--- src/rtl/mul16_shift_add.sv ---
`default_nettype none
// ============================================================================
// Module      : Adder_16 / mul16_shift_add
// Description : Sequential 16x16 unsigned shift-add multiplier built around
//               a single 16-bit adder, with valid/ready handshakes on the
//               operand side and the result side.
// Revision    : 1.0 - initial release
// ----------------------------------------------------------------------------
// Adder_16 ports
//   x, y      in  16  addends
//   cin       in   1  carry in
//   sum       out 16  x + y + cin (low 16 bits)
//   cout      out  1  carry out
// mul16_shift_add ports
//   clk       in   1  clock, rising edge
//   rst_n     in   1  synchronous active-low reset
//   in_valid  in   1  operands a/b valid
//   in_ready  out  1  operands can be accepted (IDLE only)
//   a         in  16  multiplicand
//   b         in  16  multiplier
//   out_valid out  1  product valid, held until taken
//   out_ready in   1  consumer accepts product
//   product   out 32  a*b, unsigned
//   busy      out  1  operation in progress or result pending
// ============================================================================

module Adder_16 (
  input  logic [15:0] x,
  input  logic [15:0] y,
  input  logic        cin,
  output logic [15:0] sum,
  output logic        cout
);
  assign {cout, sum} = {1'b0, x} + {1'b0, y} + {16'h0000, cin};
endmodule

module mul16_shift_add #(
  parameter int EARLY_EXIT = 0
) (
  input  logic        clk,
  input  logic        rst_n,
  input  logic        in_valid,
  output logic        in_ready,
  input  logic [15:0] a,
  input  logic [15:0] b,
  output logic        out_valid,
  input  logic        out_ready,
  output logic [31:0] product,
  output logic        busy
);

  typedef enum logic [1:0] {
    S_IDLE = 2'd0,
    S_CALC = 2'd1,
    S_DONE = 2'd2
  } state_t;

  state_t      state, state_next;
  logic [15:0] a_reg, a_next;
  logic [31:0] p_reg, p_next;
  logic [4:0]  cnt, cnt_next;
  logic [31:0] product_next;
  logic        out_valid_next;

  // Adder datapath: upper half of P plus the multiplicand gated by the
  // current multiplier bit. y is always driven, never left floating.
  logic [15:0] add_y;
  logic [15:0] add_sum;
  logic        add_cout;

  assign add_y = p_reg[0] ? a_reg : 16'h0000;

  Adder_16 u_adder (
    .x    (p_reg[31:16]),
    .y    (add_y),
    .cin  (1'b0),
    .sum  (add_sum),
    .cout (add_cout)
  );

  // Early termination: when every not-yet-processed multiplier bit
  // (P[15-cnt:0]) is zero, the remaining iterations would only shift, so the
  // final alignment is done in one go.
  logic        exit_now;
  logic [31:0] exit_p;

  generate
    if (EARLY_EXIT != 0) begin : g_early_exit
      logic [15:0] unproc_mask;
      logic [4:0]  shamt;
      assign unproc_mask = 16'hFFFF >> cnt;
      assign shamt       = 5'd16 - cnt;
      assign exit_now    = ((p_reg[15:0] & unproc_mask) == 16'h0000);
      assign exit_p      = p_reg >> shamt;
    end else begin : g_no_early_exit
      assign exit_now = 1'b0;
      assign exit_p   = p_reg;
    end
  endgenerate

  always_ff @(posedge clk) begin
    if (!rst_n) begin
      state     <= S_IDLE;
      a_reg     <= 16'h0000;
      p_reg     <= 32'h0000_0000;
      cnt       <= 5'd0;
      product   <= 32'h0000_0000;
      out_valid <= 1'b0;
    end else begin
      state     <= state_next;
      a_reg     <= a_next;
      p_reg     <= p_next;
      cnt       <= cnt_next;
      product   <= product_next;
      out_valid <= out_valid_next;
    end
  end

  always_comb begin
    state_next     = state;
    a_next         = a_reg;
    p_next         = p_reg;
    cnt_next       = cnt;
    product_next   = product;
    out_valid_next = out_valid;

    case (state)
      S_IDLE: begin
        if (in_valid) begin
          a_next     = a;
          p_next     = {16'h0000, b};
          cnt_next   = 5'd0;
          state_next = S_CALC;
        end
      end

      S_CALC: begin
        if (exit_now) begin
          p_next         = exit_p;
          product_next   = exit_p;
          out_valid_next = 1'b1;
          state_next     = S_DONE;
        end else begin
          // {cout,sum} is at most 17 bits and lands above the 15 remaining
          // multiplier bits, so the shifted P never loses a carry.
          p_next   = {add_cout, add_sum, p_reg[15:1]};
          cnt_next = cnt + 5'd1;
          if (cnt == 5'd15) begin
            product_next   = {add_cout, add_sum, p_reg[15:1]};
            out_valid_next = 1'b1;
            state_next     = S_DONE;
          end
        end
      end

      S_DONE: begin
        if (out_ready) begin
          out_valid_next = 1'b0;
          state_next     = S_IDLE;
        end
      end

      default: begin
        state_next = S_IDLE;
      end
    endcase
  end

  assign in_ready = (state == S_IDLE);
  assign busy     = (state != S_IDLE);

endmodule
`default_nettype wire

--- config.mk ---
export PLATFORM = sky130hd
export DESIGN_NAME = mul16_shift_add
export DESIGN_NICKNAME = d
export VERILOG_FILES = /design/src/rtl/mul16_shift_add.sv
export SDC_FILE = /design/constraint.sdc
export NUM_CORES = 1
export LEC_CHECK = 0
export CORE_ASPECT_RATIO = 0.6
export CORE_MARGIN = 10
export CORE_UTILIZATION = 50
export DETAILED_ROUTE_END_ITERATION = 16
export HOLD_SLACK_MARGIN = 0.1
export PLACE_DENSITY_LB_ADDON = 0.2
export SLEW_MARGIN = 20
export SYNTH_ARGS = -nofsm -noshare
export SYNTH_HDL_FRONTEND = slang
export SYNTH_SLANG_ARGS = --single-unit
--- constraint.sdc ---
create_clock -name clk -period 7.9 [get_ports clk]
set_clock_uncertainty 0.05 [all_clocks]
set_input_delay 1.58 -clock clk [delete_from_list [all_inputs] [get_ports clk]]
set_output_delay 1.58 -clock clk [all_outputs]
set_load 0.01 [all_outputs]
==> impl_metrics.json <==
{
  "fmax_mhz": 268,
  "place_area_um2": 5210,
  "dieWidth_um": 142,
  "setup_viol": 0,
  "fin_crit_ns": 3.74,
  "cp_max_fo": 24,
  "worstPathRequired_ns": 6.27,
  "yosysWarnings": 0,
  "h-tree-depth": 3,
  "ys_seq_elements": 88,
  "routed_wl_um": 11800,
  "powerDensity_nw_per_um2": 182,
  "clock_latency_ns": 0.34,
  "area_delta_synth_final_pct": 23.1,
  "yosysSeqAreaShare_pct": 39.3,
  "yosysTopAreaCellShare_pct": 39.3,
  "syn_area_um2": 4490,
  "slowest_delay_ns": 0.90,
  "peakVddDrop_mv": 0.143,
  "status": "complete, no violations",
  "fin_setup_tns_ns": 0,
  "drv_cap": 0,
  "synth_edf_count": 0,
  "critical_path.endpoint_type": "output port",
  "fin_nets": 671,
  "finalPower_mw": 1.01,
  "fin_util_pct": 64.1,
  "netlist_top_cells_area": "dfxtp_1, nand2_1, a21boi_0, nor2_1, ha_1",
  "p_leak_nw": 2.13,
  "tightest_slew_ns": 1.07,
  "cp-start-kind": "flip-flop",
  "post_cts_buffers": 0,
  "dieArea_um2": 13300,
  "cts_tree": "built",
  "drive_above_1_share_pct": 4.51,
  "rows": 26,
  "grt_max_degree": 96,
  "num_vias": 4199,
  "hold_viol": 0,
  "drtAntennaViolNets": 0,
  "diodes": 0,
  "grt_pass1_wl_um": 19000,
  "synth_cells": 569,
  "maxSlewHeadroom_pct": 28.6,
  "cts_root_buffer": "clkbuf_16",
  "dieHeight_um": 93.4,
  "post-route-period-util_pct": 47.3,
  "cp_slowest_cell": "dfxtp_1",
  "clock-sinks": 88,
  "cp.arrival_ns": 2.10,
  "grt_antenna_before_repair": 0,
  "io_buffers": 70,
  "fin_area_um2": 5530,
  "critPathKind": "flip-flop to output port",
  "io_pins": 71,
  "synth_cell_types": 56,
  "drt-initial-drc-count": 316,
  "hold_buffers": 0,
  "drt-pass1-iter-count": 5,
  "synth_commonest_cells": "nand2_1, dfxtp_1, nor2_1, a21boi_0, clkbuf_1",
  "grt.total_usage_pct": 17.3,
  "cts-resized-gates": 0,
  "drv_slew": 0,
  "place.gp.congestion": 0.905,
  "hold_class": "flip-flop to flip-flop",
  "synth_most_common_cell": "nand2_1",
  "async_flop_share_pct": 0,
  "hold-worst-slack_ns": 0.399,
  "crit_chain": "nor2_1 -> inv_1 -> clkdlybuf4s50_1",
  "syn_area_per_cell_um2": 7.89,
  "post-synth-top-area-cell": "dfxtp_1",
  "grt-ovfl-total": 0,
  "wl_per_cell_um": 16.1,
  "grt_pass1_vias": 3841,
  "core_region_area_um2": 8620,
  "initial_core_util_pct": 52.0,
  "clk_pin_slew_worst_paths_ns": 0.06,
  "via_per_inst": 5.73,
  "cts_buffers": 9,
  "fill_cells": 761,
  "cts_buffer_depth": 2,
  "dp_hpwl_um": 8330,
  "synth_ff_type": "dfxtp_1",
  "drcViolationCount": 0,
  "rsz0062_at_grt": "false",
  "synthesis.nets": 624
}
-- cell families after synthesis --
kind of cell	after synthesis	share of synthesized area [%]
multiplexers	2	0.474
buffers and inverters	48	4.24
XOR/XNOR	11	2.15
AO/OA/AOI/OAI	148	23.0
flip-flops	88	39.3
adder cells (fa/ha/maj)	19	5.47
AND/OR/NAND/NOR	253	25.4
-- through the flow --
| step | setup WS (ns) | std cells |
|---|---|---|
| finish | 4.17 | 733 |
| global route | 4.02 | 733 |
| CTS | 4.18 | 733 |
| detailed placement | 4.24 | 717 |
| global placement | 4.27 | 717 |
| floorplan | 5.15 | 569 |
-- metal layers --
metal | wire, um | global-route usage (%)
met2 | 4850 | 25.0
met5 | 0 | 0
met1 | 5670 | 23.5
met3 | 1140 | 6.31
met4 | 129 | 4.95
-- power breakdown --
part | switching (mW) | internal (mW) | total, mW
Clock | 0.171 | 0.279 | 0.450
Sequential | 0.0151 | 0.458 | 0.473
Combinational | 0.0442 | 0.0399 | 0.0842
-- cell type report --
type | count | area, um^2 | share of cell area (%)
Sequential cell | 88 | 1760 | 31.9
Clock inverter | 2 | 35.0 | 0.634
Inverter | 9 | 33.8 | 0.611
Clock buffer | 14 | 284 | 5.14
Timing Repair Buffer | 75 | 733 | 13.3
Tap cell | 112 | 140 | 2.54
Multi-Input combinational cell | 433 | 2540 | 45.9
-- critical path: cells and delay by family, from the launching register on --
kind	cells	cell delay, ns
buf+inv	2	0.67
simple gates	1	0.20
flops	1	0.90
-- cells in the final DEF, fill, tap and decap left out, types with 5 or more instances in the layout --
cell,Yosys,routed
a21boi_0,41,41
a21o_1,7,7
a21oi_1,28,28
and2_1,22,22
buf_4,2,5
clkbuf_16,0,9
clkdlybuf4s50_1,0,69
dfxtp_1,88,88
ha_1,18,18
inv_1,8,8
nand2_1,104,104
nand3_1,24,24
nand4_1,6,6
nor2_1,71,70
o21a_1,5,5
o21ai_0,14,14
o21ai_1,7,7
o221ai_1,16,16
xnor2_1,6,6
xor2_1,5,5
-- path summary, 6_finish.rpt --
kind          startpoint     endpoint  slack (ns)  cells past startpoint
max             state[0]         busy        4.17                      3
min reg2reg  product[28]  product[28]        0.40                      2
max reg2reg     state[0]   product[1]        4.58                      5
min          product[28]  product[28]        0.40                      2
Note: power is estimated with default switching activity, not from simulation.
